### config.mk
export PLATFORM = sky130hd
export DESIGN_NAME = i2c_mem_access_arbiter
export DESIGN_NICKNAME = d
export VERILOG_FILES = /design/src/rtl/i2c_mem_access_arbiter_pkg.sv /design/src/rtl/i2c_mem_access_arbiter_rr_arbiter.sv /design/src/rtl/i2c_mem_access_arbiter.sv
export SDC_FILE = /design/constraint.sdc
export NUM_CORES = 1
export LEC_CHECK = 0
export ABC_AREA = 1
export BUFFER_PORTS_ARGS = -buffer_cell sky130_fd_sc_hd__clkbuf_2
export CORE_AREA = 2 2 93 95
export CTS_CLUSTER_SIZE = 20
export DETAILED_ROUTE_END_ITERATION = 12
export DIE_AREA = 0 0 95 97
export GPL_ROUTABILITY_DRIVEN = 0
export PLACE_DENSITY_LB_ADDON = 0.2
export RECOVER_POWER = 50
export SLEW_MARGIN = 20
export SYNTH_ARGS = -nofsm -noshare
export SYNTH_HDL_FRONTEND = slang
export SYNTH_HIERARCHICAL = 1
export SYNTH_SLANG_ARGS = --single-unit
### constraint.sdc
create_clock -name clk -period 3.25 [get_ports clk]
set_input_delay 0.325 -clock clk [delete_from_list [all_inputs] [get_ports clk]]
set_output_delay 0.325 -clock clk [all_outputs]
set_load 0.05 [all_outputs]
### src/rtl/i2c_mem_access_arbiter_pkg.sv
// Shared types and device constants for the I2C memory access arbiter.
package i2c_mem_access_arbiter_pkg;

  localparam int unsigned SLAVE_SIZE = 8;
  localparam logic [SLAVE_SIZE-2:0] SLAVE_ADDR = 7'h50;
  localparam int unsigned ADDR_W = 7;
  localparam int unsigned DATA_W = 8;

  typedef enum logic [1:0] {
    IDLE,
    ISSUE,
    WAIT,
    RESP
  } arb_state_t;

  typedef struct packed {
    logic              rw;
    logic [ADDR_W-1:0] mem_addr;
    logic [DATA_W-1:0] wdata;
  } mem_cmd_t;

endpackage

### src/rtl/i2c_mem_access_arbiter_rr_arbiter.sv
// Combinational round-robin picker: first requesting index at or after ptr.
module i2c_mem_access_arbiter_rr_arbiter #(
  parameter int unsigned NUM_REQ = 4,
  parameter int unsigned PTR_W   = $clog2(NUM_REQ)
) (
  input  logic [NUM_REQ-1:0] req,
  input  logic [PTR_W-1:0]   ptr,
  output logic [NUM_REQ-1:0] gnt_c,
  output logic [PTR_W-1:0]   gnt_idx_c,
  output logic               any_c
);

  int unsigned     idx;
  logic [PTR_W-1:0] sel;

  always_comb begin
    gnt_c     = '0;
    gnt_idx_c = '0;
    any_c     = 1'b0;
    idx       = 0;
    sel       = '0;
    for (int unsigned i = 0; i < NUM_REQ; i++) begin
      idx = (32'(ptr) + i) % NUM_REQ;
      sel = PTR_W'(idx);
      if (!any_c && req[sel]) begin
        any_c      = 1'b1;
        gnt_c[sel] = 1'b1;
        gnt_idx_c  = sel;
      end
    end
  end

endmodule

### src/rtl/i2c_mem_access_arbiter.sv
// Round-robin sharing of one I2C master between NUM_REQ requesters, one byte per grant.
// Optional NACK retry enabled by defining I2C_ARB_RETRY_EN.
module i2c_mem_access_arbiter
  import i2c_mem_access_arbiter_pkg::*;
#(
  parameter int unsigned NUM_REQ     = 4,
  parameter int unsigned TIMEOUT_CYC = 1024,
  parameter int unsigned MAX_RETRY   = 3
) (
  input  logic                      clk,
  input  logic                      rst,
  input  logic [NUM_REQ-1:0]        req_valid,
  input  logic [NUM_REQ-1:0]        req_we,
  input  logic [NUM_REQ*ADDR_W-1:0] req_addr,
  input  logic [NUM_REQ*DATA_W-1:0] req_wdata,
  output logic [NUM_REQ-1:0]        rsp_done,
  output logic [DATA_W-1:0]         rsp_rdata,
  output logic                      rsp_err,
  output logic                      m_valid,
  input  logic                      m_ready,
  output logic                      m_rw,
  output logic [SLAVE_SIZE-2:0]     m_dev_addr,
  output logic [ADDR_W-1:0]         m_mem_addr,
  output logic [DATA_W-1:0]         m_wdata,
  input  logic                      m_done,
  input  logic                      m_nack,
  input  logic [DATA_W-1:0]         m_rdata
);

  localparam int unsigned PTR_W   = $clog2(NUM_REQ);
  localparam int unsigned TIMER_W = $clog2(TIMEOUT_CYC);

  arb_state_t          state_q, state_d;
  logic [PTR_W-1:0]    ptr_q, ptr_d;
  logic [PTR_W-1:0]    gnt_idx_q, gnt_idx_d;
  logic [NUM_REQ-1:0]  gnt_oh_q, gnt_oh_d;
  mem_cmd_t            cmd_q, cmd_d;
  logic [TIMER_W-1:0]  timer_q, timer_d;
  logic                m_valid_d;
  logic [NUM_REQ-1:0]  rsp_done_d;
  logic [DATA_W-1:0]   rsp_rdata_d;
  logic                rsp_err_d;
  logic [NUM_REQ-1:0]  gnt_c;
  logic [PTR_W-1:0]    gnt_idx_c;
  logic                any_c;
`ifdef I2C_ARB_RETRY_EN
  localparam int unsigned RETRY_W = 3;
  logic [RETRY_W-1:0]  retry_q, retry_d;
`endif

  i2c_mem_access_arbiter_rr_arbiter #(.NUM_REQ(NUM_REQ), .PTR_W(PTR_W)) u_rr (
    .req       (req_valid),
    .ptr       (ptr_q),
    .gnt_c     (gnt_c),
    .gnt_idx_c (gnt_idx_c),
    .any_c     (any_c)
  );

  assign m_rw       = cmd_q.rw;
  assign m_mem_addr = cmd_q.mem_addr;
  assign m_wdata    = cmd_q.wdata;

  // Next-state and registered-output logic
  always_comb begin
    state_d     = state_q;
    ptr_d       = ptr_q;
    gnt_idx_d   = gnt_idx_q;
    gnt_oh_d    = gnt_oh_q;
    cmd_d       = cmd_q;
    timer_d     = timer_q;
    m_valid_d   = 1'b0;
    rsp_done_d  = '0;
    rsp_rdata_d = '0;
    rsp_err_d   = 1'b0;
`ifdef I2C_ARB_RETRY_EN
    retry_d     = retry_q;
`endif
    unique case (state_q)
      IDLE: begin
        if (any_c) begin
          gnt_idx_d = gnt_idx_c;
          gnt_oh_d  = gnt_c;
          for (int unsigned i = 0; i < NUM_REQ; i++) begin
            if (gnt_c[i]) begin
              cmd_d.rw       = ~req_we[i];
              cmd_d.mem_addr = req_addr[ADDR_W*i +: ADDR_W];
              cmd_d.wdata    = req_wdata[DATA_W*i +: DATA_W];
            end
          end
`ifdef I2C_ARB_RETRY_EN
          retry_d = '0;
`endif
          state_d = ISSUE;
        end
      end
      ISSUE: begin
        if (m_valid && m_ready) begin
          timer_d = '0;
          state_d = WAIT;
        end else begin
          m_valid_d = 1'b1;
        end
      end
      WAIT: begin
        if (m_done) begin
`ifdef I2C_ARB_RETRY_EN
          if (m_nack && (retry_q < RETRY_W'(MAX_RETRY))) begin
            retry_d = retry_q + 1'b1;
            timer_d = '0;
            state_d = ISSUE;
          end else
`endif
          begin
            rsp_done_d  = gnt_oh_q;
            rsp_err_d   = m_nack;
            rsp_rdata_d = cmd_q.rw ? m_rdata : '0;
            state_d     = RESP;
          end
        end else if (timer_q == TIMER_W'(TIMEOUT_CYC - 1)) begin
          rsp_done_d = gnt_oh_q;
          rsp_err_d  = 1'b1;
          state_d    = RESP;
        end else begin
          timer_d = timer_q + 1'b1;
        end
      end
      RESP: begin
        ptr_d   = (gnt_idx_q == PTR_W'(NUM_REQ - 1)) ? '0 : gnt_idx_q + 1'b1;
        state_d = IDLE;
      end
      default: state_d = IDLE;
    endcase
  end

  always_ff @(posedge clk or negedge rst) begin
    if (!rst) begin
      state_q    <= IDLE;
      ptr_q      <= '0;
      gnt_idx_q  <= '0;
      gnt_oh_q   <= '0;
      cmd_q      <= '0;
      timer_q    <= '0;
      m_valid    <= 1'b0;
      m_dev_addr <= '0;
      rsp_done   <= '0;
      rsp_rdata  <= '0;
      rsp_err    <= 1'b0;
`ifdef I2C_ARB_RETRY_EN
      retry_q    <= '0;
`endif
    end else begin
      state_q    <= state_d;
      ptr_q      <= ptr_d;
      gnt_idx_q  <= gnt_idx_d;
      gnt_oh_q   <= gnt_oh_d;
      cmd_q      <= cmd_d;
      timer_q    <= timer_d;
      m_valid    <= m_valid_d;
      m_dev_addr <= SLAVE_ADDR;
      rsp_done   <= rsp_done_d;
      rsp_rdata  <= rsp_rdata_d;
      rsp_err    <= rsp_err_d;
`ifdef I2C_ARB_RETRY_EN
      retry_q    <= retry_d;
`endif
    end
  end

`ifndef SYNTHESIS
  a_params: assert property (@(posedge clk)
    (NUM_REQ >= 2) && (NUM_REQ <= 8) && (TIMEOUT_CYC >= 16) && (MAX_RETRY >= 1) && (MAX_RETRY <= 7));
  a_done_onehot: assert property (@(posedge clk) disable iff (!rst) $onehot0(rsp_done));
  a_valid_hold: assert property (@(posedge clk) disable iff (!rst)
    (m_valid && !m_ready) |=> (m_valid && $stable({m_rw, m_mem_addr, m_wdata})));
  a_done_in_resp: assert property (@(posedge clk) disable iff (!rst) (|rsp_done) |-> (state_q == RESP));
`endif

endmodule

* Yosys cells after proc, flatten, opt, wreduce, memory -nomap -nowiden
Cells that the tools add are included.
** Word-level totals
- Output and inout port bits :: 37
- Word-level logic and storage cells :: 114
- Bits of input ports :: 81
- Register bits :: 51
** Cells by class
- $lt $le $gt $ge :: 8
- Muxes and demuxes :: 53
- Bitwise logic cells :: 7
- Equal/unequal tests :: 10
- Add/sub/neg operators :: 5
- Reductions and logical operators :: 18
** Operators by type and width (number)
- 16-bit two-way mux :: 4
- 10-bit two-way mux :: 3
- 4-bit two-way mux :: 7
- 8-bit two-way mux :: 3
- 10-bit one-hot mux with 2 select lines :: 1
- 2-bit two-way mux :: 9
- 1-bit two-way mux :: 17
- 2-bit by 3-bit less-than comparator with 1-bit output (second input constant) :: 4
- 4-bit OR :: 3
- 10-bit by 1-bit adder with 10-bit output (second input constant) :: 1
- 10-bit == test (second input constant) :: 1
- 1-bit binary-select mux with 2-bit select :: 4
- 1-bit demux with 2-bit select :: 4
- 2-bit by 1-bit greater-or-equal comparator with 1-bit output (second input constant) :: 4
- 1-bit logical AND :: 8
- 2-bit != test (second input constant) :: 4
- 2-bit one-hot mux with 4 select lines :: 1
- 2-bit == test (second input constant) :: 3
- 3-bit AND reduction :: 2
- 2-bit by 1-bit adder with 2-bit output (second input constant) :: 2
- 2-bit adder (second input constant) :: 2
- 1-bit NOT :: 4
- 4-bit AND reduction :: 1
- 4-bit nonzero test :: 1
- other kinds (6) :: 8

* Logic depth before layout (Yosys ltp)
Gate-level depths: netlist of run 1.
- Word-level depth :: 16
- Depth in mapped cells :: 15
- Gate-level depth less buffers :: 13

* By module
The synthesis of run 1 kept the hierarchy.
** Modules (own cells, without submodules)
- i2c_mem_access_arbiter :: times used 1, area an instance 2710.1 µm², cells each 308
- i2c_mem_access_arbiter_rr_arbiter :: times used 1, area an instance 440.4 µm², cells each 74

* Worst setup path after synthesis of run 1
OpenSTA, ideal clock, no wires.
- Path type :: reg-to-reg
- From :: register ptr_q[0]
- To :: register cmd_q, in the netlist m_mem_addr[6]
- Data arrival time :: 2.321 ns
- Slack :: 0.800 ns
- Stages on the path, launching flop included :: 13
- Required time :: 3.120 ns
- Cells stage by stage :: dfrtp_1 -> inv_2 -> ha_1 -> inv_1 -> nand3_1 -> nand2_1 -> nor2_1 -> a21oi_1 -> nand3_1 -> inv_2 -> a31oi_4 -> buf_2 -> a31oi_1
** On the way
- Word-level cells in the longest chain between the ends :: 15
** RTL lines
- start, declared :: line i2c_mem_access_arbiter.sv:34 : logic [PTR_W-1:0] ptr_q, ptr_d;
- start signal, assigned :: line i2c_mem_access_arbiter.sv:153 : ptr_q <= ptr_d;
- branches (longest 11 deep; another with 2-bit by 3-bit less-than comparator with 1-bit output)
- 4-bit two-way mux (*) :: line i2c_mem_access_arbiter_rr_arbiter.sv:25 : if (!any_c && req[sel]) begin
- named net gnt_c[1] :: line i2c_mem_access_arbiter.sv:43 : logic [NUM_REQ-1:0] gnt_c;
- 16-bit two-way mux (3 in series) :: line i2c_mem_access_arbiter.sv:84 : if (gnt_c[i]) begin
- end signal, assigned :: line i2c_mem_access_arbiter.sv:156 : cmd_q <= cmd_d;
- end, declared :: line i2c_mem_access_arbiter.sv:37 : mem_cmd_t cmd_q, cmd_d;
Mark *: on every way through the listed nets, which the timed path passes. The select of a mux whose other input is x is not followed.
A chain may end at the register's enable or synchronous reset.

* Worst setup path after layout of run 1
- From :: register ptr_q[0]
- To :: register cmd_q, in the netlist m_wdata[1]
The elaborated chain is that of the path after synthesis.

==> results of run 1 <==
[cell usage in the layout, fill, tap and decap left out, drive strengths merged]
master  instances
a31oi          17
a22oi          15
ha             12
mux2            4
a21boi          4
o21a           15
nand3b          3
bufinv          1
inv            42
dfrtp          51
nand4           9
nand2          69
a21oi           8
o22ai           1
nor2           49
buf             5
conb            6
clkbuf        118
o21ai          32
clkinv          2
xor2            2
nand3          28
[area by class of cell]
class	instances	area (µm²)
fillers	846	4280
multi-input cells	274	1590
flip-flops and latches	51	1280
repair buffers	118	586
inverters	42	158
well taps	105	131
clock buffers	5	68.8
clock inverters	3	43.8
[metal layers]
metal / vias to the layer above / GRT usage [%]
met1: 1344 / 23.4
met4: 0 / 4.91
met2: 97 / 31.0
li1: 1492 / -
met3: 13 / 2.49
met5: - / 0
[state kept, by name (all words and copies together), names as in the netlist]
register / count
gnt_idx_q: 2
rsp_done: 4
m_valid: 1
rsp_err: 1
rsp_rdata: 8
m_mem_addr: 7
gnt_oh_q: 4
state_q: 2
timer_q: 10
m_wdata: 8
ptr_q: 2
m_dev_addr: 1
m_rw: 1
[cells in the mapped netlist (5+ instances only)]
cell / number
o21ai_0: 23
buf_4: 8
nand2_1: 59
nand3_1: 25
o21ai_1: 9
dfrtp_1: 51
nor2_1: 42
nand2_2: 9
buf_6: 5
inv_1: 38
a21oi_1: 8
a31oi_1: 16
a22oi_1: 15
o21a_1: 15
ha_1: 12
nand4_1: 8
[report_power, final]
group | leakage, nW | internal, mW | switching, mW
clock | 0.0581 | 0.230 | 0.217
combinational | 1.21 | 1.01 | 2.03
sequential | 0.645 | 0.846 | 0.135
total | 1.91 | 2.09 | 2.38
[worst max-delay path, stage by stage (launching register included)]
cell,delay (ns)
dfrtp_1,0.52
inv_2,0.17
ha_1,0.38
inv_1,0.11
nand3_1,0.09
nand2_1,0.05
nor2_1,0.33
a21oi_1,0.12
nand3_1,0.14
inv_2,0.17
a31oi_4,0.19
buf_4,0.34
nor2_1,0.07
a31oi_1,0.15
[per-stage QoR]
stage	instances	utilization, %
3_3_place_gp	590	46.2
3_5_place_dp	590	46.2
2_1_floorplan	386	-
4_1_cts	598	47.6
5_1_grt	598	47.4
6_report	598	47.4
[worst paths after layout]
path | from | end | slack, ns | depth (start not counted)
worst max-delay path | ptr_q[0] | m_wdata[1] | 0.34 | 13
max in group asynchronous | rst | timer_q[0] | 0.96 | 2
worst min register to register | gnt_oh_q[3] | gnt_oh_q[3] | 0.49 | 2
min in group asynchronous | rst | rsp_rdata[7] | 0.29 | 1
worst max register to register | ptr_q[0] | m_wdata[1] | 0.34 | 13
worst min-delay path | m_rdata[2] | rsp_rdata[2] | 0.20 | 3
[cells by family (layout without fill, tap and decap cells)]
group,Yosys count,count (layout)
AOI/OAI and AO/OA,92,92
xor gates and xnor gates,2,2
adders and majority gates,12,12
buffers and inverters,61,168
DFF,51,51
muxes,4,4
other,2,6
and+or+nand+nor,158,158
==> metrics.txt, run 1 <==
# TYPE chip_impl_metric gauge
chip_impl_info{name="result_of_the_run",value="finished, final reports clean"} 1
chip_impl_metric{name="timing.final.setup_violations",unit=""} 0
chip_impl_metric{name="final-max-slew-violation-count",unit=""} 0
chip_impl_metric{name="final_min_period_over_clock_period",unit="%"} 89.6
chip_impl_metric{name="netlist-cell-type-count",unit=""} 33
chip_impl_metric{name="initial_antenna_violation_count",unit=""} 0
chip_impl_metric{name="drv.max_cap_violation_count",unit=""} 0
chip_impl_metric{name="post-route-worst-setup-slack",unit="ns"} 0.339
chip_impl_metric{name="final.setup_skew",unit="ns"} 0.00804
chip_impl_metric{name="synth_area_per_cell",unit="µm²"} 8.25
chip_impl_metric{name="post_synth_and_or_nand_nor_area_fraction",unit="%"} 24.5
chip_impl_metric{name="placedInstanceArea",unit="µm²"} 3760
chip_impl_metric{name="via_count_of_the_first_global_routing_pass",unit=""} 2943
chip_impl_metric{name="layout.nets",unit=""} 585
chip_impl_metric{name="timing.hold.ws",unit="ns"} 0.199
chip_impl_metric{name="dr_wl_met3",unit="µm"} 385
chip_impl_info{name="synth_top_cells_by_area",value="dfrtp_1, nand2_1, nor2_1"} 1
chip_impl_info{name="end_kind",value="flip-flop"} 1
chip_impl_metric{name="htreeDepth",unit=""} 2
chip_impl_metric{name="initial_core_util",unit="%"} 38.7
chip_impl_info{name="min_path_type",value="input port to flip-flop"} 1
chip_impl_metric{name="synth_edf_count",unit=""} 0
chip_impl_metric{name="timing.final.crit_period",unit="ns"} 2.91
chip_impl_metric{name="die-height",unit="µm"} 97
chip_impl_metric{name="synth-adder-area-share",unit="%"} 4.77
chip_impl_metric{name="worstPathRequired",unit="ns"} 3.48
chip_impl_metric{name="globalRouteTotalUtil",unit="%"} 18.0
chip_impl_metric{name="synth_compound_gate_area_share",unit="%"} 18.5
chip_impl_metric{name="postCtsResizedCells",unit=""} 0
chip_impl_metric{name="total_power",unit="mW"} 4.47
chip_impl_metric{name="synth_seq_cells",unit=""} 51
chip_impl_info{name="dominant_combinational_cell_family_by_area_after_synthesis",value="simple AND/OR/NAND/NOR gates"} 1
chip_impl_metric{name="slew_headroom",unit="%"} 1.27
chip_impl_metric{name="placementRows",unit=""} 33
chip_impl_info{name="setup.worst_path.start_class",value="flip-flop"} 1
chip_impl_metric{name="async_flop_share",unit="%"} 100
chip_impl_metric{name="io_buffers",unit=""} 112
chip_impl_metric{name="clk-insertion-delay-late",unit="ns"} 0.30
chip_impl_metric{name="dpl_worst_slack",unit="ns"} 0.409
chip_impl_metric{name="clk_pin_slew_worst_paths",unit="ns"} 0.10
chip_impl_metric{name="synth.cell_area",unit="µm²"} 3150
chip_impl_metric{name="antenna_cells_inserted",unit=""} 0
chip_impl_metric{name="worst_path_fanout_max",unit=""} 32
chip_impl_metric{name="met2WireLength",unit="mm"} 3.91
chip_impl_info{name="synthFlopType",value="dfrtp_1"} 1
chip_impl_metric{name="routed_wire_length_per_instance",unit="µm"} 13.4
chip_impl_metric{name="tritoncts.num_buffers",unit=""} 5
chip_impl_metric{name="die_width",unit="µm"} 95
chip_impl_metric{name="synth_sequential_area_ratio",unit="%"} 40.5
chip_impl_metric{name="drt-met1-wl",unit="mm"} 3.58
chip_impl_metric{name="grt_overflow_total",unit=""} 0
chip_impl_metric{name="postLayoutCellArea",unit="µm²"} 3850
chip_impl_metric{name="cts-root-to-sink-buffers",unit=""} 2
chip_impl_info{name="cts_root_buffer",value="clkbuf_8"} 1
chip_impl_metric{name="share_of_cells_above_drive_strength_1",unit="%"} 28.8
chip_impl_metric{name="synth.area.mux_share",unit="%"} 1.43
chip_impl_metric{name="die-area",unit="µm²"} 9220
chip_impl_metric{name="initialDrtViolationCount",unit=""} 120
chip_impl_metric{name="finalHoldViolCount",unit=""} 0
chip_impl_metric{name="wl",unit="mm"} 7.99
chip_impl_info{name="worstSetupPathType",value="flip-flop to flip-flop"} 1
chip_impl_info{name="tritoncts",value="built"} 1
chip_impl_metric{name="synth_top_area_share",unit="%"} 40.5
chip_impl_metric{name="post_route_setup_tns",unit="ns"} 0
chip_impl_info{name="post_synth_top_area_cell",value="dfrtp_1"} 1
chip_impl_metric{name="route.antenna.remaining_nets",unit=""} 0
chip_impl_metric{name="cts_hold_buffers",unit=""} 0
chip_impl_metric{name="syn2layout_area_growth",unit="%"} 22.3
chip_impl_info{name="unrepaired_setup_endpoints_after_global_routing",value="false"} 1
chip_impl_metric{name="floorplan.io_pins",unit=""} 118
chip_impl_metric{name="clock_sink_count",unit=""} 51
chip_impl_metric{name="drt-pass1-iter-count",unit=""} 4
chip_impl_metric{name="power.density",unit="nW/µm²"} 1160
chip_impl_metric{name="vias",unit=""} 2946
chip_impl_metric{name="dpl.hpwl",unit="mm"} 6.09
chip_impl_metric{name="post_synth_inst_count",unit=""} 382
chip_impl_info{name="highest_layer",value="met4"} 1
chip_impl_metric{name="cellLeakagePower",unit="nW"} 1.91
chip_impl_metric{name="post-cts-setup-buffers",unit=""} 0
chip_impl_metric{name="design.core.area",unit="µm²"} 8130
chip_impl_metric{name="drc",unit=""} 0
chip_impl_metric{name="global_route_wire_length_before_repair",unit="mm"} 13.6
chip_impl_metric{name="timing.critical_path.arrival",unit="ns"} 3.14
chip_impl_metric{name="maxClockFrequency",unit="GHz"} 0.344
chip_impl_metric{name="yosys_warnings",unit=""} 6
chip_impl_metric{name="grt_max_degree",unit=""} 33
chip_impl_metric{name="tightestPinTransition",unit="ns"} 1.48
chip_impl_metric{name="synthXorXnorAreaFrac",unit="%"} 0.556
chip_impl_metric{name="detail_route.vias_per_cell",unit=""} 4.93
chip_impl_metric{name="ir_worst_vdd",unit="mV"} 0.720
No activity file was read; power rests on OpenSTA's default activity.
==> run 2: changes to the inputs <==
CORE_AREA = 2 2 106 108   (was 2 2 93 95)
DIE_AREA = 0 0 108 110   (was 0 0 95 97)
==> metrics.txt, run 2 (same netlist as run 1, synthesis figures left out) <==
# TYPE chip_impl_metric gauge
chip_impl_info{name="result_of_the_run",value="complete, but fails checks"} 1
chip_impl_info{name="failed_checks",value="max-capacitance violations, max-slew violations"} 1
chip_impl_info{name="hold_path.startpoint",value="m_rdata[0]"} 1
chip_impl_metric{name="final_min_period_over_clock_period",unit="%"} 87.4
chip_impl_metric{name="drv.max_cap_violation_count",unit=""} 1
chip_impl_metric{name="regToRegSetupSlack",unit="ns"} 0.41
chip_impl_metric{name="share_of_cells_above_drive_strength_1",unit="%"} 29.0
chip_impl_metric{name="worst_path_fanout_max",unit=""} 17
chip_impl_metric{name="worstPathRequired",unit="ns"} 3.48
chip_impl_metric{name="detail_route.vias_per_cell",unit=""} 4.64
chip_impl_metric{name="die-area",unit="µm²"} 11900
chip_impl_metric{name="power.density",unit="nW/µm²"} 1140
chip_impl_metric{name="wl",unit="mm"} 8.45
chip_impl_metric{name="design.core.area",unit="µm²"} 10700
chip_impl_metric{name="final-max-slew-violation-count",unit=""} 42
chip_impl_metric{name="min_delay_path_depth",unit=""} 3
chip_impl_metric{name="route.antenna.remaining_nets",unit=""} 0
chip_impl_metric{name="vias",unit=""} 2935
chip_impl_metric{name="worst_reg2reg_path_length_in_cells",unit=""} 12
chip_impl_metric{name="antenna_cells_inserted",unit=""} 0
chip_impl_metric{name="maxClockFrequency",unit="GHz"} 0.352
chip_impl_metric{name="tritoncts.num_buffers",unit=""} 5
chip_impl_metric{name="placedInstanceArea",unit="µm²"} 3800
chip_impl_info{name="final_cell_mix",value="clkbuf_2, nand2_1, dfrtp_1, nor2_1, inv_1"} 1
chip_impl_metric{name="dpl.hpwl",unit="mm"} 6.48
chip_impl_metric{name="timing.final.setup_violations",unit=""} 0
chip_impl_metric{name="ir_worst_vdd",unit="mV"} 0.679
chip_impl_metric{name="global_route_wire_length_before_repair",unit="mm"} 13.7
chip_impl_info{name="startpoint_of_the_lowest_slack_register_to_register_path",value="ptr_q[0]"} 1
chip_impl_info{name="cpMaxStageDelayCell",value="dfrtp_1"} 1
chip_impl_metric{name="initial_antenna_violation_count",unit=""} 0
chip_impl_metric{name="cts_hold_buffers",unit=""} 0
chip_impl_metric{name="die-height",unit="µm"} 110
chip_impl_metric{name="finalHoldViolCount",unit=""} 0
chip_impl_metric{name="clk_pin_slew_worst_paths",unit="ns"} 0.11
chip_impl_metric{name="drt-pass1-iter-count",unit=""} 4
chip_impl_metric{name="via_count_of_the_first_global_routing_pass",unit=""} 2875
chip_impl_metric{name="initial_core_util",unit="%"} 29.5
chip_impl_metric{name="floorplan.io_pins",unit=""} 118
chip_impl_metric{name="final.setup_skew",unit="ns"} 0.0149
chip_impl_metric{name="postLayoutCellArea",unit="µm²"} 3900
chip_impl_info{name="largest-register",value="timer_q"} 1
chip_impl_metric{name="io_buffers",unit=""} 112
chip_impl_metric{name="globalRouteTotalUtil",unit="%"} 14.3
chip_impl_metric{name="clk-insertion-delay-late",unit="ns"} 0.31
chip_impl_info{name="cts_root_buffer",value="clkbuf_8"} 1
chip_impl_info{name="unrepaired_setup_endpoints_after_global_routing",value="false"} 1
chip_impl_metric{name="largest_register_ff_count",unit=""} 10
chip_impl_metric{name="postCtsResizedCells",unit=""} 0
chip_impl_metric{name="initialDrtViolationCount",unit=""} 128
chip_impl_info{name="min_delay_worst_endpoint",value="rsp_rdata[0]"} 1
chip_impl_metric{name="drc",unit=""} 0
chip_impl_metric{name="post-cts-setup-buffers",unit=""} 0
chip_impl_info{name="crit_top_cell",value="nand3_1"} 1
chip_impl_metric{name="htreeDepth",unit=""} 2
chip_impl_metric{name="clock_sink_count",unit=""} 51
chip_impl_metric{name="nFillCells",unit=""} 1168
chip_impl_metric{name="slew_headroom",unit="%"} -54.3
chip_impl_info{name="crit-reg2reg-capture",value="m_mem_addr[4]"} 1
chip_impl_metric{name="tightestPinTransition",unit="ns"} 2.31
chip_impl_metric{name="die_width",unit="µm"} 108
chip_impl_info{name="crit_chain",value="inv_2 > ha_1 > inv_1 > nand3_1 > nand2_1 > nor2_2 > a21oi_1 > nand3_1 > buf_4 > nor2_4 > a22oi_1 > a31oi_1"} 1
chip_impl_info{name="most_common_cell_after_layout_fill_and_taps_aside",value="clkbuf_2"} 1
chip_impl_metric{name="grt_max_degree",unit=""} 42
chip_impl_metric{name="placementRows",unit=""} 38
chip_impl_metric{name="post_route_setup_tns",unit="ns"} 0
chip_impl_metric{name="grt_overflow_total",unit=""} 0
chip_impl_metric{name="timing.critical_path.arrival",unit="ns"} 3.07
chip_impl_info{name="worstSetupPathType",value="flip-flop to flip-flop"} 1
chip_impl_info{name="setup.worst_path.start_class",value="flip-flop"} 1
chip_impl_info{name="end_kind",value="flip-flop"} 1
chip_impl_metric{name="cellLeakagePower",unit="nW"} 1.91
chip_impl_metric{name="routed_wire_length_per_instance",unit="µm"} 13.4
chip_impl_info{name="min_path_type",value="input port to flip-flop"} 1
chip_impl_metric{name="layout.nets",unit=""} 585
chip_impl_metric{name="timing.critical_path.slowest_cell_delay",unit="ns"} 0.53
chip_impl_metric{name="syn2layout_area_growth",unit="%"} 23.9
chip_impl_metric{name="cts-root-to-sink-buffers",unit=""} 2
chip_impl_info{name="tritoncts",value="built"} 1
chip_impl_metric{name="timing.final.crit_period",unit="ns"} 2.84
==> run 2: final cells by class <==
cell class | count | area [µm²] | share of cell area [%]
multi-input cells | 274 | 1590 | 40.8
flip-flops and latches | 51 | 1280 | 32.7
repair buffers | 118 | 586 | 15.0
well taps | 140 | 175 | 4.49
inverters | 42 | 158 | 4.04
clock buffers | 5 | 68.8 | 1.76
clock inverters | 3 | 46.3 | 1.19
==> run 2: worst max path at each step <==
stage	startpoint	end	slack, ns
2_1_floorplan	ptr_q[0]	m_mem_addr[6]	0.80
3_3_place_gp	ptr_q[1]	m_rw	0.45
3_5_place_dp	ptr_q[0]	m_mem_addr[4]	0.35
4_1_cts	ptr_q[0]	m_mem_addr[4]	0.34
5_1_grt	ptr_q[0]	m_mem_addr[5]	0.08
6_report	ptr_q[0]	m_mem_addr[4]	0.41
==> run 2: report_power, final <==
group / switching [mW] / leakage (nW) / internal [mW]
clock network: 0.226 / 0.0548 / 0.232
logic: 2.01 / 1.21 / 1.00
registers: 0.143 / 0.645 / 0.846
total: 2.38 / 1.91 / 2.08
==> run 2: critical path, delay by kind of cell, from the launching register on <==
kind,cells,cell delay (ns)
and+or+nand+nor,5,0.80
buffers and inverters,3,0.59
DFF,1,0.53
AOI/OAI and AO/OA,3,0.46
adders and majority gates,1,0.38
==> run 2: stage by stage <==
stage / cells / total power, mW / worst slack, ns / hold WS (ns) / utilization (%)
after detailed placement: 625 / 4.05 / 0.349 / 0.476 / 35.6
after CTS: 633 / 4.52 / 0.337 / 0.184 / 36.6
after global placement: 625 / 4.01 / 0.451 / 0.471 / 35.6
after floorplan: 386 / 3.47 / 0.800 / 0.0294 / -
after global routing: 633 / 4.93 / 0.0827 / 0.187 / 36.5
final: 633 / 4.46 / 0.411 / 0.197 / 36.5
==> run 2: metal layers <==
metal	global-route usage (%)	vias up	part of all wire, %	wire length (µm)
li1	-	1484	-	-
met1	19.1	1360	45	3800
met2	24.1	82	49	4170
met3	2.47	9	4.2	356
met4	4.03	0	1.6	132
met5	0	-	0	0
